$ cat src/rtl/pipe_hazard_ctrl_if.sv
// Bus-side signal bundle for the pipeline hazard controller: instruction-bus
// and data-bus handshakes, plus the fetch/memory request qualifiers that
// drive them.
//
// Handshake: a request strobe (imem_req/dmem_req) is held high until the
// bus answers with *_addr_ok in the same cycle. The access then stays
// outstanding until *_data_ok, which comes no earlier than the cycle after
// addr_ok. data_ok is ignored when no access is outstanding.
interface pipe_hazard_ctrl_if;
  logic f_req;
  logic imem_addr_ok;
  logic imem_data_ok;
  logic imem_req;
  logic imem_discard;
  logic m_mem_req;
  logic dmem_addr_ok;
  logic dmem_data_ok;
  logic dmem_req;

  // Controller side
  modport master (
    input  f_req, imem_addr_ok, imem_data_ok,
    input  m_mem_req, dmem_addr_ok, dmem_data_ok,
    output imem_req, imem_discard, dmem_req
  );

  // Pipeline/bus side
  modport slave (
    output f_req, imem_addr_ok, imem_data_ok,
    output m_mem_req, dmem_addr_ok, dmem_data_ok,
    input  imem_req, imem_discard, dmem_req
  );
endinterface

$ cat src/rtl/pipe_hazard_ctrl.sv
// Central stall/bubble/flush controller for the 5-stage F/D/E/M/W pipeline.
// Tracks outstanding ibus/dbus transactions with two small FSMs, detects
// load-use hazards, applies redirect flushes, drops stale fetch responses
// after a redirect, and counts stall_f cycles in a saturating counter.
module pipe_hazard_ctrl #(
  parameter int REG_W = 5,
  parameter int CNT_W = 32
) (
  input  logic              clk,
  input  logic              reset,
  input  logic [REG_W-1:0]  d_srcA,
  input  logic [REG_W-1:0]  d_srcB,
  input  logic              d_useA,
  input  logic              d_useB,
  input  logic [REG_W-1:0]  e_dstM,
  input  logic              e_is_load,
  input  logic              d_redirect,
  pipe_hazard_ctrl_if.master bus,
  output logic              stall_f,
  output logic              stall_d,
  output logic              bubble_d,
  output logic              flush_d,
  output logic              stall_e,
  output logic              bubble_e,
  output logic              stall_m,
  output logic              bubble_w,
  output logic [CNT_W-1:0]  stall_cnt,
  output logic [1:0]        dbg_i_state,
  output logic [1:0]        dbg_d_state,
  output logic              dbg_discard
);

  typedef enum logic [1:0] {I_IDLE = 2'd0, I_ADDR = 2'd1, I_DATA = 2'd2} i_state_t;
  typedef enum logic [1:0] {D_IDLE = 2'd0, D_ADDR = 2'd1, D_DATA = 2'd2} d_state_t;

  i_state_t i_state_q, i_state_d;
  d_state_t d_state_q, d_state_d;
  logic     discard_q, discard_d;
  logic [CNT_W-1:0] cnt_q, cnt_d;

  logic mem_busy, fetch_busy, load_use, redirect_eff;
  logic imem_req_raw, dmem_req_raw, imem_discard_raw;
  logic sf_raw, sd_raw, bd_raw, fd_raw, se_raw, be_raw, sm_raw, bw_raw;

  // State registers: both bus FSMs, stale-fetch flag and stall counter
  always_ff @(posedge clk or posedge reset) begin
    if (reset) begin
      i_state_q <= I_IDLE;
      d_state_q <= D_IDLE;
      discard_q <= 1'b0;
      cnt_q     <= '0;
    end else begin
      i_state_q <= i_state_d;
      d_state_q <= d_state_d;
      discard_q <= discard_d;
      cnt_q     <= cnt_d;
    end
  end

  // Dbus FSM: next state and request strobe
  always_comb begin
    d_state_d    = d_state_q;
    dmem_req_raw = 1'b0;
    case (d_state_q)
      D_IDLE: begin
        dmem_req_raw = bus.m_mem_req;
        if (bus.m_mem_req) d_state_d = bus.dmem_addr_ok ? D_DATA : D_ADDR;
      end
      D_ADDR: begin
        dmem_req_raw = 1'b1;
        if (bus.dmem_addr_ok) d_state_d = D_DATA;
      end
      D_DATA: begin
        if (bus.dmem_data_ok) d_state_d = D_IDLE;
      end
      default: d_state_d = D_IDLE;
    endcase
  end

  // Ibus FSM: next state and request strobe
  always_comb begin
    i_state_d    = i_state_q;
    imem_req_raw = 1'b0;
    case (i_state_q)
      I_IDLE: begin
        imem_req_raw = bus.f_req;
        if (bus.f_req) i_state_d = bus.imem_addr_ok ? I_DATA : I_ADDR;
      end
      I_ADDR: begin
        imem_req_raw = 1'b1;
        if (bus.imem_addr_ok) i_state_d = I_DATA;
      end
      I_DATA: begin
        if (bus.imem_data_ok) i_state_d = I_IDLE;
      end
      default: i_state_d = I_IDLE;
    endcase
  end

  // Hazard detection and prioritised stage controls
  always_comb begin
    mem_busy   = (bus.m_mem_req || d_state_q != D_IDLE) &&
                 !(d_state_q == D_DATA && bus.dmem_data_ok);
    // A discarded response does not satisfy fetch; F must refetch.
    fetch_busy = (bus.f_req || i_state_q != I_IDLE) &&
                 !(i_state_q == I_DATA && bus.imem_data_ok && !discard_q);
    // Register 0 is hard-wired, so it never creates a hazard.
    load_use   = e_is_load && (e_dstM != '0) &&
                 ((d_useA && d_srcA == e_dstM) || (d_useB && d_srcB == e_dstM));
    redirect_eff = d_redirect && !mem_busy && !load_use;

    sf_raw = 1'b0; sd_raw = 1'b0; bd_raw = 1'b0; fd_raw = 1'b0;
    se_raw = 1'b0; be_raw = 1'b0; sm_raw = 1'b0; bw_raw = 1'b0;
    if (mem_busy) begin
      // Freeze F..M, drain W; a redirect waits until D is released.
      sf_raw = 1'b1; sd_raw = 1'b1; se_raw = 1'b1; sm_raw = 1'b1; bw_raw = 1'b1;
    end else if (load_use) begin
      sf_raw = 1'b1; sd_raw = 1'b1; be_raw = 1'b1;
    end else begin
      fd_raw = d_redirect;
      if (fetch_busy) begin
        sf_raw = 1'b1;
        bd_raw = !d_redirect;
      end
    end

    // Response is stale if a redirect was already pending or lands now.
    imem_discard_raw = (i_state_q == I_DATA) && bus.imem_data_ok &&
                       (discard_q || redirect_eff);
  end

  // Stale-fetch flag and saturating stall counter next-state
  always_comb begin
    discard_d = discard_q;
    if (i_state_q == I_DATA && bus.imem_data_ok)
      discard_d = 1'b0;
    else if (redirect_eff && (i_state_q == I_ADDR || i_state_q == I_DATA))
      discard_d = 1'b1;

    cnt_d = cnt_q;
    if (stall_f && cnt_q != {CNT_W{1'b1}}) cnt_d = cnt_q + CNT_W'(1);
  end

  // Outputs are forced low while reset is held
  always_comb begin
    bus.imem_req     = !reset && imem_req_raw;
    bus.dmem_req     = !reset && dmem_req_raw;
    bus.imem_discard = !reset && imem_discard_raw;
    stall_f  = !reset && sf_raw;
    stall_d  = !reset && sd_raw;
    bubble_d = !reset && bd_raw;
    flush_d  = !reset && fd_raw;
    stall_e  = !reset && se_raw;
    bubble_e = !reset && be_raw;
    stall_m  = !reset && sm_raw;
    bubble_w = !reset && bw_raw;
  end

  assign stall_cnt   = cnt_q;
  assign dbg_i_state = i_state_q;
  assign dbg_d_state = d_state_q;
  assign dbg_discard = discard_q;

endmodule

$ cat src/flat_wrapper.sv
// flat-port wrapper written by rule: the top's interface ports become plain ports
module pipe_hazard_ctrl_flat 
#(
  parameter int REG_W = 5,
  parameter int CNT_W = 32
)
  (clk, reset, d_srcA, d_srcB, d_useA, d_useB, e_dstM, e_is_load, d_redirect, stall_f, stall_d, bubble_d, flush_d, stall_e, bubble_e, stall_m, bubble_w, stall_cnt, dbg_i_state, dbg_d_state, dbg_discard, bus_f_req, bus_imem_addr_ok, bus_imem_data_ok, bus_m_mem_req, bus_dmem_addr_ok, bus_dmem_data_ok, bus_imem_req, bus_imem_discard, bus_dmem_req);
  pipe_hazard_ctrl_if bus_i ();
  input  logic clk;
  input  logic reset;
  input  logic [REG_W-1:0] d_srcA;
  input  logic [REG_W-1:0] d_srcB;
  input  logic d_useA;
  input  logic d_useB;
  input  logic [REG_W-1:0] e_dstM;
  input  logic e_is_load;
  input  logic d_redirect;
  output logic stall_f;
  output logic stall_d;
  output logic bubble_d;
  output logic flush_d;
  output logic stall_e;
  output logic bubble_e;
  output logic stall_m;
  output logic bubble_w;
  output logic [CNT_W-1:0] stall_cnt;
  output logic [1:0] dbg_i_state;
  output logic [1:0] dbg_d_state;
  output logic dbg_discard;
  input wire logic [$bits(bus_i.f_req)-1:0] bus_f_req;
  input wire logic [$bits(bus_i.imem_addr_ok)-1:0] bus_imem_addr_ok;
  input wire logic [$bits(bus_i.imem_data_ok)-1:0] bus_imem_data_ok;
  input wire logic [$bits(bus_i.m_mem_req)-1:0] bus_m_mem_req;
  input wire logic [$bits(bus_i.dmem_addr_ok)-1:0] bus_dmem_addr_ok;
  input wire logic [$bits(bus_i.dmem_data_ok)-1:0] bus_dmem_data_ok;
  output wire logic [$bits(bus_i.imem_req)-1:0] bus_imem_req;
  output wire logic [$bits(bus_i.imem_discard)-1:0] bus_imem_discard;
  output wire logic [$bits(bus_i.dmem_req)-1:0] bus_dmem_req;
  assign bus_i.f_req = bus_f_req;
  assign bus_i.imem_addr_ok = bus_imem_addr_ok;
  assign bus_i.imem_data_ok = bus_imem_data_ok;
  assign bus_i.m_mem_req = bus_m_mem_req;
  assign bus_i.dmem_addr_ok = bus_dmem_addr_ok;
  assign bus_i.dmem_data_ok = bus_dmem_data_ok;
  assign bus_imem_req = bus_i.imem_req;
  assign bus_imem_discard = bus_i.imem_discard;
  assign bus_dmem_req = bus_i.dmem_req;
  pipe_hazard_ctrl #(.REG_W(REG_W), .CNT_W(CNT_W)) u_core (.clk(clk), .reset(reset), .d_srcA(d_srcA), .d_srcB(d_srcB), .d_useA(d_useA), .d_useB(d_useB), .e_dstM(e_dstM), .e_is_load(e_is_load), .d_redirect(d_redirect), .bus(bus_i), .stall_f(stall_f), .stall_d(stall_d), .bubble_d(bubble_d), .flush_d(flush_d), .stall_e(stall_e), .bubble_e(bubble_e), .stall_m(stall_m), .bubble_w(bubble_w), .stall_cnt(stall_cnt), .dbg_i_state(dbg_i_state), .dbg_d_state(dbg_d_state), .dbg_discard(dbg_discard));
endmodule
$ cat config.mk
export PLATFORM = sky130hd
export DESIGN_NAME = pipe_hazard_ctrl_flat
export DESIGN_NICKNAME = d
export VERILOG_FILES = /design/src/rtl/pipe_hazard_ctrl_if.sv /design/src/rtl/pipe_hazard_ctrl.sv /design/src/flat_wrapper.sv
export SDC_FILE = /design/constraint.sdc
export NUM_CORES = 1
export LEC_CHECK = 0
export ABC_AREA = 1
export BUFFER_PORTS_ARGS = -buffer_cell sky130_fd_sc_hd__buf_2
export CAP_MARGIN = 20
export CELL_PAD_IN_SITES_DETAIL_PLACEMENT = 0
export CELL_PAD_IN_SITES_GLOBAL_PLACEMENT = 1
export CORE_ASPECT_RATIO = 0.5
export CORE_MARGIN = 8
export CORE_UTILIZATION = 30
export CTS_BUF_LIST = sky130_fd_sc_hd__clkbuf_16
export CTS_CLUSTER_SIZE = 14
export DETAILED_ROUTE_END_ITERATION = 10
export PLACE_DENSITY = 0.72
export REMOVE_ABC_BUFFERS = 1
export SETUP_SLACK_MARGIN = 0.05
export SLEW_MARGIN = 40
export SYNTH_ARGS = -nofsm -noshare
export SYNTH_HDL_FRONTEND = slang
export SYNTH_SLANG_ARGS = --single-unit
$ cat constraint.sdc
create_clock -name clk -period 1.82 [get_ports clk]
set_input_delay 0 -clock clk [delete_from_list [all_inputs] [get_ports clk]]
set_output_delay 0 -clock clk [all_outputs]
set_load 0.02 [all_outputs]
==> After elaboration in Yosys (flattened, before gate mapping) <==
Index checks and enable logic that the tools add are counted.
{ "word_totals": {"regBits": 37, "elab_cells": 87, "out_inout_bits": 48} }
{ "op_classes": {"n_addsub": 1, "muxes": 26, "reduce_logical": 43, "eq_ne": 13} }
{ "op_table": {"columns": ["operator", "n"], "rows": [
  ["adder 32 x 1 -> 32 bit, second input constant", 1],
  ["!= test 32 bit, second input constant", 1],
  ["logical AND 1 bit", 23],
  ["2-to-1 mux 2 bit", 8],
  ["2-to-1 mux 1 bit", 14],
  ["!= test 2 bit, second input constant", 6],
  ["case mux 2 bit (3 select lines)", 2],
  ["equality test 5 bit", 2],
  ["logical NOT 1 bit", 7],
  ["AND reduction 3 bit", 2],
  ["nonzero test 2 bit", 3],
  ["logical OR 1 bit", 5],
  ["nonzero test 5 bit", 1],
  ["equality test 2 x 1 -> 1 bit, second input constant", 2],
  ["equality test 2 bit, second input constant", 2],
  ["logical NOT 2 bit", 2],
  ["case mux 1 bit (2 select lines)", 2]
]} }

==> Longest topological paths before layout <==
Gate-level depths: netlist (run 1).
{ "depth": {"ltp_word": 10, "ltp_mapped": 13, "depth_no_buf": 11} }

==> Worst setup path after synthesis (run 1) <==
OpenSTA, ideal clock, no wires.
{ "synth_path": {"path_kind": "input to register", "startpoint": "input port reset", "endpoint": "register u_core.cnt_q[26], in the netlist u_core.stall_cnt[26]", "slack_ps": -15, "setup_time_ps": 117, "path_stages": 8, "t_arrival_ps": 1717, "path_cell_list": "inv_1 -> o211ai_1 -> nand3_2 -> buf_6 -> buf_4 -> nand2_1 -> nand2_1 -> nand2_1"} }
{ "synth_via": {"elab_chain_cells": 3} }
{ "synth_lines": {"columns": ["item", "line_no", "source"], "rows": [
  ["start: declaration", "flat_wrapper.sv:10", "input logic reset;"],
  ["logical NOT 1 bit", "pipe_hazard_ctrl.sv:149", "stall_f = !reset && sf_raw;"],
  ["logical AND 1 bit", "pipe_hazard_ctrl.sv:149", null],
  ["logical AND 1 bit", "pipe_hazard_ctrl.sv:141", "if (stall_f && cnt_q != {CNT_W{1'b1}}) cnt_d = cnt_q + CNT_W'(1);"],
  ["end signal: assignment", "pipe_hazard_ctrl.sv:56", "cnt_q <= cnt_d;"],
  ["end: declaration", "pipe_hazard_ctrl.sv:39", "logic [CNT_W-1:0] cnt_q, cnt_d;"]
]} }
No other way between the ends.
A chain may end at the register's enable or synchronous reset.

==> Final worst setup path (run 1) <==
{ "layout_path": {"startpoint": "register u_core.i_state_q[0], in the netlist u_core.dbg_i_state[0]", "endpoint": "register u_core.cnt_q[27], in the netlist u_core.stall_cnt[27]"} }
{ "layout_via": {"elab_chain_cells": 10} }
{ "layout_lines": {"columns": ["item", "line_no", "source"], "rows": [
  ["start: declaration", "pipe_hazard_ctrl.sv:36", "i_state_t i_state_q, i_state_d;"],
  ["start signal: assignment", "pipe_hazard_ctrl.sv:53", "i_state_q <= i_state_d;"],
  ["equality test 2 bit", "pipe_hazard_ctrl.sv:106", "!(i_state_q == I_DATA && bus.imem_data_ok && !discard_q);"],
  ["logical AND 1 bit (2 in a row)", "pipe_hazard_ctrl.sv:106", null],
  ["logical NOT 1 bit", "pipe_hazard_ctrl.sv:106", null],
  ["logical AND 1 bit *", "pipe_hazard_ctrl.sv:105", "fetch_busy = (bus.f_req || i_state_q != I_IDLE) &&"],
  ["2-to-1 mux 1 bit *", "pipe_hazard_ctrl.sv:121", "if (fetch_busy) begin"],
  ["2-to-1 mux 1 bit *", "pipe_hazard_ctrl.sv:117", "end else if (load_use) begin"],
  ["2-to-1 mux 1 bit *", "pipe_hazard_ctrl.sv:114", "if (mem_busy) begin"],
  ["logical AND 1 bit *", "pipe_hazard_ctrl.sv:149", null],
  ["logical AND 1 bit *", "pipe_hazard_ctrl.sv:141", null]
]} }
Mark *: on every way between the ends. The rest lies on a longest branch, timed or not.

==> results of run 1 <==
[logic make-up after synthesis]
family          count (synthesis)  synth area share [%]
compound gates                 16                  3.18
xor+xnor                       16                  4.95
fa+ha+maj                       4                  1.77
buf+inv                        63                  10.5
flops                          37                  32.7
simple gates                  287                  46.9
[synthesized netlist by cell type]
library cell and instances:
a21oi_1 6, a31oi_1 1, and3_1 1, buf_4 5, buf_6 4, buf_8 1, dfrtp_1 37, ha_1 4
inv_1 46, inv_2 7, nand2_1 160, nand2_2 4, nand2_4 1, nand3_1 34, nand3_2 14, nand3b_1 2
nand4_1 5, nand4_2 1, nor2_1 44, nor2_2 5, nor2_4 3, nor3_1 11, nor3_4 1, nor4_2 1
o211ai_1 2, o21ai_0 5, o22ai_1 1, o31ai_1 1, xnor2_1 5, xor2_1 11
[worst min-delay path by stage]
stage                     start               endpoint  slack, ps  cells after the start
5_1_grt           bus_m_mem_req  u_core.dbg_d_state[1]         10                      3
4_1_cts           bus_m_mem_req  u_core.dbg_d_state[1]          2                      3
3_5_place_dp              reset     u_core.dbg_discard        -20                      2
3_3_place_gp              reset     u_core.dbg_discard        -20                      2
2_1_floorplan  bus_dmem_addr_ok  u_core.dbg_d_state[0]         70                      1
6_report          bus_m_mem_req  u_core.dbg_d_state[1]         -7                      3
[final cells by class]
| cell class | count | area, µm² |
|---|---|---|
| fill | 949 | 5280 |
| multi-input combinational | 324 | 1760 |
| sequential | 37 | 927 |
| timing repair buffer | 117 | 847 |
| inverter | 53 | 199 |
| tap | 121 | 151 |
| clock buffer | 5 | 125 |
| clock inverter | 2 | 7.51 |
[state kept, by name, summed over array words and instances (netlist names)]
register	count
u_core.dbg_d_state	2
u_core.dbg_discard	1
u_core.dbg_i_state	2
u_core.stall_cnt	32
[metal layers]
layer / GRT usage (%) / part of all wire (%)
met5: 0 / 0
met1: 17.0 / 49
met4: 3.18 / 0.95
met3: 4.41 / 5.1
met2: 22.4 / 45
[worst min-delay path, stage by stage]
cell,delay (ps)
buf_2,100
o211ai_1,80
o31ai_1,60
[stage by stage]
stage / area (µm²) / total power, W / hold WS [ps]
after floorplan: 2730 / 0.00167 / 70.8
final: 4010 / 0.00336 / -6.86
after global routing: 4010 / 0.00357 / 14.1
after CTS: 3720 / 0.00309 / 1.68
after detailed placement: 3450 / 0.00209 / -22.1
after global placement: 3450 / 0.00209 / -21.2
[power groups by stage]
stage | registers (W) | logic, W | clock network, W
6_report | 0.00104 | 0.00148 | 0.000843
4_1_cts | 0.00103 | 0.00121 | 0.000846
3_3_place_gp | 0.00104 | 0.00105 | 0
2_1_floorplan | 0.00116 | 0.000509 | 0
5_1_grt | 0.00106 | 0.00162 | 0.000891
3_5_place_dp | 0.00104 | 0.00105 | 0
[repair_timing]
item / 4_1_cts / 5_1_grt
endpoints found under the setup margin: 14 / 34
gates cloned: 1 / 5
hold buffers: 4 / 0
pin swaps: 2 / 18
buffers inserted: 4 / 6
hold endpoints to repair: 27 / 0
gates resized for setup: 12 / 39
==> flow_summary.ini, run 1 <==
[power_and_ir_drop]
static-leakage-power_nw = 2.14
intPower_w = 0.00208
worst_ir_drop_vdd_mv = 0.398
power.sequential.fraction_pct = 31.0
p_per_area_nw_per_um2 = 838
p_switching_w = 0.00129
power.share.combinational_pct = 44.0
clockPowerShare_pct = 25.1
switching_fraction_pct = 38.3

[placed_design]
pre_cts_slack_ps = 50.9
dp.final_hpwl_um = 6530
place_congestion = 0.834
placedCellCount = 632
placement.io_buffers = 74

[outcome]
run_status = finished with violations
failed_checks = negative hold slack

[setup_path]
crit-reg2reg-launch = u_core.dbg_i_state[0]
slowest_delay_ps = 400
timing.critical_path.cells = inv_2 > ha_4 > nand2_2 > o211ai_1 > nand3_2 > buf_8 > clkbuf_16 > nand3_1 > nand2_1
timing.critical_path.depth = 9
worst-r2r-cell-count = 9
worst-endpoint-required_ps = 1990
critical_path.slowest_cell = dfrtp_1
cp_data_arrival_time_ps = 1940
crit_path_max_fanout = 6
setup.worst_path.class = flop to flop
timing.critical_path.from = u_core.dbg_i_state[0]
worstSetupStartpointType = flop
endpoint_kind = flop
number_of_buffer_and_inverter_instances_along_the_worst_setup_path = 3
worst-r2r-setup-slack_ps = 50
critical-path-top-delay-family = buffers and inverters
regToRegEndpoint = u_core.stall_cnt[27]
worst_setup_path_endpoint = u_core.stall_cnt[27]

[grt]
track_usage_pct = 13.6
gr-total-overflow = 0
largest_net_degree_at_the_start_of_global_routing = 23
grt_pass1_wl_um = 14500
first_global_vias = 2993
antenna_found_initial = 0

[route]
drt_wl_cell_um = 13.7
total_number_of_vias = 3017
postRouteAntennaNets = 0
detailed_route_drc_error_count = 0
drt_first_iter_violations = 120
via_per_inst = 4.58
wl_um = 9060
drt_pass1_iterations = 4

[hold_path]
class_of_the_most_critical_hold_timing_path = primary input to flop

[timing]
finalClockSkew_ps = 5.75
hold-worst-slack_ps = -6.86
rsz0062_at_grt = true
fin_setup_tns_ps = 0
max_freq_ghz = 0.565
layout_setup_ws_ps = 49.9
final_setup_violations = 0
relSlewSlack_pct = 74.9
timing_hold_violations_final = 1
worst-slew-pin-transition_ps = 374
finalCriticalPeriod_ps = 1770
timing_max_transition_violations_final = 0
timing.final.crit_share_pct = 97.3

[floorplanning]
floorplan.die.height_um = 84.7
core_region_area_um2 = 9290
die_area_um2 = 13000
initial_utilization_pct = 30.5
ioPinCount = 75
rows = 25
dieWidth_um = 153

[logic_synthesis]
ys_seq_elements = 37
syn-mean-instance-area_um2 = 6.69
synth_sequential_area_ratio_pct = 32.7
ys_types = 30
yosys.area.top_type = dfrtp_1
count_of_mapped_cells_out_of_synthesis = 423
yosys.area.top_type_share_pct = 32.7
synth.area.top_cells = dfrtp_1 (33%), nand2_1 (21%), inv_1 (6.1%), nand3_1 (6.0%), nor2_1 (5.8%)
mappedNetlistArea_um2 = 2830
ys_warn_count = 0

[clocking]
cts-buffers-inserted = 5
worstSkewPairLatency_ps = 290
cts.reportedPaths.clkPinSlew_ps = 60
clock_tree.htree_level_count = 2
max-clock-path-buffers = 2
cts_root_buffer = clkbuf_16
tritoncts = built
cts_sinks = 37

[cells_and_area]
mostFrequentLayoutCell = nand2_1
synthToLayoutAreaGrowth_pct = 41.9
instances_no_fill = 659
antennaDiodeCount = 0
final_cell_mix = nand2_1 (147), buf_2 (73), inv_1 (44)
finish.utilization_pct = 43.2
final_net_count = 569
post_route_cells_drive_above_1_share_pct = 34.0

[run]
drv.max_cap_violation_count = 0
No activity file was read; power rests on OpenSTA's default activity.
==> inputs of run 2 (changes only) <==
--- a/config.mk
+++ b/config.mk
@@ -11,7 +11,6 @@
 export CELL_PAD_IN_SITES_DETAIL_PLACEMENT = 0
 export CELL_PAD_IN_SITES_GLOBAL_PLACEMENT = 1
 export CORE_ASPECT_RATIO = 0.5
-export CORE_MARGIN = 8
 export CORE_UTILIZATION = 30
 export CTS_BUF_LIST = sky130_fd_sc_hd__clkbuf_16
 export CTS_CLUSTER_SIZE = 14
==> flow_summary.ini, run 2 (same netlist as run 1, synthesis figures left out) <==
[outcome]
run_status = complete, no violations

[cells_and_area]
fill_cells = 943
antennaDiodeCount = 0
final_net_count = 557
post_route_cells_drive_above_1_share_pct = 37.3
finish.utilization_pct = 44.8
final_cell_mix = nand2_1 (147), buf_2 (72), inv_1 (44)
mostFrequentLayoutCell = nand2_1
synthToLayoutAreaGrowth_pct = 41.3
largest_register_ffs = 32

[floorplanning]
ioPinCount = 75
core_region_area_um2 = 8920
rows = 24
dieWidth_um = 139
die_area_um2 = 9850
initial_utilization_pct = 31.7
floorplan.die.height_um = 70.7

[route]
detailed_route_drc_error_count = 0
drt_wl_cell_um = 12.8
postRouteAntennaNets = 0
drt_pass1_iterations = 4
wl_um = 8240
total_number_of_vias = 2950
via_per_inst = 4.59
drt_first_iter_violations = 131

[clocking]
tritoncts = built
clock_tree.htree_level_count = 2
cts-buffers-inserted = 5
max-clock-path-buffers = 2
cts_sinks = 37
cts_root_buffer = clkbuf_16
cts.reportedPaths.clkPinSlew_ps = 60
worstSkewPairLatency_ps = 290

[setup_path]
worstSetupStartpointType = flop
crit_path_max_fanout = 4
timing.critical_path.cells = inv_2 > ha_4 > nand2_2 > o211ai_1 > nand3_4 > buf_12 > buf_8
cp_data_arrival_time_ps = 1720
endpoint_kind = output port
worst-endpoint-required_ps = 1820
slowest_delay_ps = 400
critical_path.slowest_cell = dfrtp_1
setup.worst_path.class = flop to output port

[timing]
final_setup_violations = 0
rsz0062_at_grt = true
timing_hold_violations_final = 0
timing_max_transition_violations_final = 0
fin_setup_tns_ps = 0
max_freq_ghz = 0.580
worst-slew-pin-transition_ps = 383
finalClockSkew_ps = 5.14
relSlewSlack_pct = 74.2
timing.final.crit_share_pct = 94.7
finalCriticalPeriod_ps = 1720

[placed_design]
dp.final_hpwl_um = 6040
placement.io_buffers = 74
place_congestion = 0.803

[power_and_ir_drop]
p_per_area_nw_per_um2 = 805
static-leakage-power_nw = 2.07
worst_ir_drop_vdd_mv = 0.374
report.power.total_w = 0.00322

[run]
drv.max_cap_violation_count = 0

[grt]
first_global_vias = 2785
grt_pass1_wl_um = 13300
track_usage_pct = 17.1
antenna_found_initial = 0
largest_net_degree_at_the_start_of_global_routing = 24
gr-total-overflow = 0

[hold_path]
class_of_the_most_critical_hold_timing_path = primary input to flop
-- run 2: changes by cell type in the layout (fill, tap and decap cells not counted), sizes merged --
cell,before,now
buf,110,101
clkbuf,8,7
dlygate4sd3,4,3
nand2,166,165
-- run 2: through the flow --
step / hold slack (ps) / cell area, µm² / instances / setup slack, ps
2_1_floorplan: 70.8 / 2730 / 413 / -527
3_3_place_gp: 160 / 3370 / 620 / 88.7
3_5_place_dp: 164 / 3370 / 620 / 94.0
4_1_cts: 0.0415 / 3630 / 635 / 51.7
5_1_grt: 21.6 / 4000 / 643 / 1.97
6_report: 4.46 / 4000 / 643 / 96.1
-- run 2: path summary, 6_finish.rpt --
check / start / to / slack [ps] / depth (start not counted)
max: u_core.dbg_i_state[0] / stall_f / 100 / 7
min reg2reg: u_core.dbg_d_state[1] / u_core.dbg_d_state[0] / 510 / 1
max reg2reg: u_core.stall_cnt[0] / u_core.stall_cnt[2] / 120 / 9
min: bus_m_mem_req / u_core.dbg_d_state[1] / 4 / 3
max in group asynchronous: reset / u_core.stall_cnt[11] / 1130 / 4
min in group asynchronous: reset / u_core.dbg_discard / 400 / 4
-- run 2: cell type report --
class / instances / area [µm²] / area share [%]
tap: 117 / 146 / 3.66
inverter: 53 / 199 / 4.98
timing repair buffer: 106 / 751 / 18.8
clock buffer: 5 / 125 / 3.13
sequential: 37 / 936 / 23.4
clock inverter: 2 / 7.51 / 0.188
multi-input combinational: 323 / 1830 / 45.8
-- run 2: worst max-delay path, delay by kind of cell, from the launching register on --
| family | cells | cell delay [ps] |
|---|---|---|
| AOI/OAI and AO/OA | 1 | 300 |
| adders and majority gates | 1 | 130 |
| buffers and inverters | 3 | 390 |
| DFF | 1 | 400 |
| and+or+nand+nor | 2 | 230 |
-- run 2: per-layer routing --
layer,vias to the layer above,global-route usage [%],routed length [µm]
met4,0,4.44,75
met5,-,0,0
met2,57,28.3,3830
li1,1531,-,-
met1,1355,22.5,3940
met3,7,4.27,391
-- run 2: timing repair --
item / CTS / global route
endpoints found under the hold margin: 39 / 0
hold buffers: 3 / 0
cloned: 1 / 2
gates resized for setup: 10 / 69
buffers inserted: 4 / 6
pin swaps: 3 / 20
setup endpoints to repair: 1 / 33
-- run 2: power by group --
group / switching (W) / leakage (nW) / internal [W]
Sequential: 0.000129 / 0.492 / 0.000929
Combinational: 0.000756 / 1.51 / 0.000567
Clock: 0.000346 / 0.0685 / 0.000491
Total: 0.00123 / 2.07 / 0.00199
==> inputs of run 3 (changes only) <==
--- a/config.mk
+++ b/config.mk
@@ -6,7 +6,7 @@
 export NUM_CORES = 1
 export LEC_CHECK = 0
 export ABC_AREA = 1
-export BUFFER_PORTS_ARGS = -buffer_cell sky130_fd_sc_hd__buf_2
+export BUFFER_PORTS_ARGS = -buffer_cell sky130_fd_sc_hd__buf_4
 export CAP_MARGIN = 20
 export CELL_PAD_IN_SITES_DETAIL_PLACEMENT = 0
 export CELL_PAD_IN_SITES_GLOBAL_PLACEMENT = 1
==> flow_summary.ini, run 3 (same netlist as run 1, synthesis figures left out) <==
[cells_and_area]
mostFrequentLayoutCell = nand2_1
final_net_count = 566
final_cell_mix = nand2_1 (137), buf_4 (96), inv_1 (44)
instances_no_fill = 652
antennaDiodeCount = 0
fill_cells = 921
largest_register_ffs = 32
synthToLayoutAreaGrowth_pct = 52.7
post_route_cells_drive_above_1_share_pct = 39.6

[clocking]
worstSkewPairLatency_ps = 280
max-clock-path-buffers = 2
cts-buffers-inserted = 5
clock_tree.htree_level_count = 2
cts.reportedPaths.clkPinSlew_ps = 60
tritoncts = built
cts_root_buffer = clkbuf_16
cts_sinks = 37

[setup_path]
worstSetupStartpointType = flop
setup.worst_path.class = flop to flop
critical_path.slowest_cell = dfrtp_1
slowest_delay_ps = 350
worst-r2r-setup-slack_ps = 70
crit_path_max_fanout = 6
worst-endpoint-required_ps = 1990
timing.critical_path.cells = ha_2 > nand2_2 > nor2_4 > nand3_2 > nor3_4 > nand2_4 > buf_6 > nand3_2 > nand2_2
critical-path-top-delay-family = simple AND/OR/NAND/NOR gates
endpoint_kind = flop
cp_data_arrival_time_ps = 1920
number_of_buffer_and_inverter_instances_along_the_worst_setup_path = 1

[placed_design]
dp.final_hpwl_um = 6160
placement.io_buffers = 74
placedCellCount = 627
place_congestion = 0.761

[floorplanning]
die_area_um2 = 9850
dieWidth_um = 139
ioPinCount = 75
floorplan.die.height_um = 70.7
rows = 24
initial_utilization_pct = 31.7
core_region_area_um2 = 8920

[timing]
timing.final.crit_share_pct = 96.2
timing_hold_violations_final = 0
finalClockSkew_ps = 3.75
relSlewSlack_pct = 72.4
finalCriticalPeriod_ps = 1750
hold-worst-slack_ps = 17.0
max_freq_ghz = 0.571
worst-slew-pin-transition_ps = 411
timing_max_transition_violations_final = 0
rsz0062_at_grt = true
final_setup_violations = 0

[route]
drt_pass1_iterations = 4
drt_wl_cell_um = 13.5
via_per_inst = 4.63
detailed_route_drc_error_count = 0
total_number_of_vias = 3018
postRouteAntennaNets = 0
drt_first_iter_violations = 121
wl_um = 8790

[grt]
largest_net_degree_at_the_start_of_global_routing = 29
grt_pass1_wl_um = 13700
gr-total-overflow = 0
track_usage_pct = 17.5
antenna_found_initial = 0
first_global_vias = 2879

[run]
drv.max_cap_violation_count = 0

[hold_path]
class_of_the_most_critical_hold_timing_path = primary input to flop

[power_and_ir_drop]
worst_ir_drop_vdd_mv = 0.318
static-leakage-power_nw = 2.20
p_per_area_nw_per_um2 = 808

[outcome]
run_status = complete, no violations
run 3: cell count changes in the layout (fill, tap and decap cells not counted), sizes merged:
cell | previous run | this run
clkbuf | 7 | 8
buf | 101 | 108
dlygate4sd3 | 3 | 4
run 3: layout make-up:
| type | count | area [µm²] | area share, % |
|---|---|---|---|
| multi-input combinational | 323 | 1880 | 43.6 |
| timing repair buffer | 115 | 1020 | 23.7 |
| sequential | 37 | 933 | 21.6 |
| inverter | 53 | 201 | 4.66 |
| tap | 117 | 146 | 3.39 |
| clock buffer | 5 | 125 | 2.90 |
| clock inverter | 2 | 7.51 | 0.174 |
run 3: power by group:
group          switching (W)  internal (W)  leakage (nW)
Clock               0.000345      0.000491        0.0685
Sequential          0.000127      0.000925         0.496
Combinational       0.000852      0.000750          1.64
Total                0.00132       0.00217          2.20
run 3: what timing repair did:
item	CTS	global route
endpoints found under the setup margin	13	33
setup buffers	3	6
hold buffers	4	0
cloned	1	4
gates resized for setup	11	80
pin swaps	3	29
hold endpoints to repair	39	0
run 3: metal layers:
layer / wire [µm] / global-route usage, % / up-vias
met5: 0 / 0 / -
met4: 89 / 5.19 / 0
met3: 490 / 5.08 / 9
met2: 4000 / 29.2 / 60
met1: 4210 / 22.3 / 1395
li1: - / - / 1554
run 3: path summary, 6_finish.rpt:
check / from / to / depth (start not counted)
worst max-delay path: u_core.stall_cnt[0] / u_core.stall_cnt[8] / 9
worst min-delay path: bus_imem_data_ok / u_core.dbg_discard / 4
worst max register to register: u_core.stall_cnt[0] / u_core.stall_cnt[8] / 9
worst min register to register: u_core.dbg_d_state[1] / u_core.dbg_d_state[0] / 1
max in group asynchronous: reset / u_core.stall_cnt[12] / 4
min in group asynchronous: reset / u_core.stall_cnt[7] / 4
run 3: stage by stage:
step	worst slack [ps]	util, %	TNS [ps]	cell area, µm²	power (W)
floorplan	-527	-	-14390	2730	0.00167
global placement	35.9	40.6	0	3620	0.00218
detailed placement	43.9	40.6	0	3620	0.00218
CTS	44.5	43.6	0	3890	0.00318
global route	-50.2	48.4	-483	4320	0.00369
finish	69.2	48.4	0	4320	0.00349
run 3: worst min-delay path, stage by stage:
cell	delay, ps
buf_4	110
nand2_4	50
o21ai_0	70
a21oi_1	40
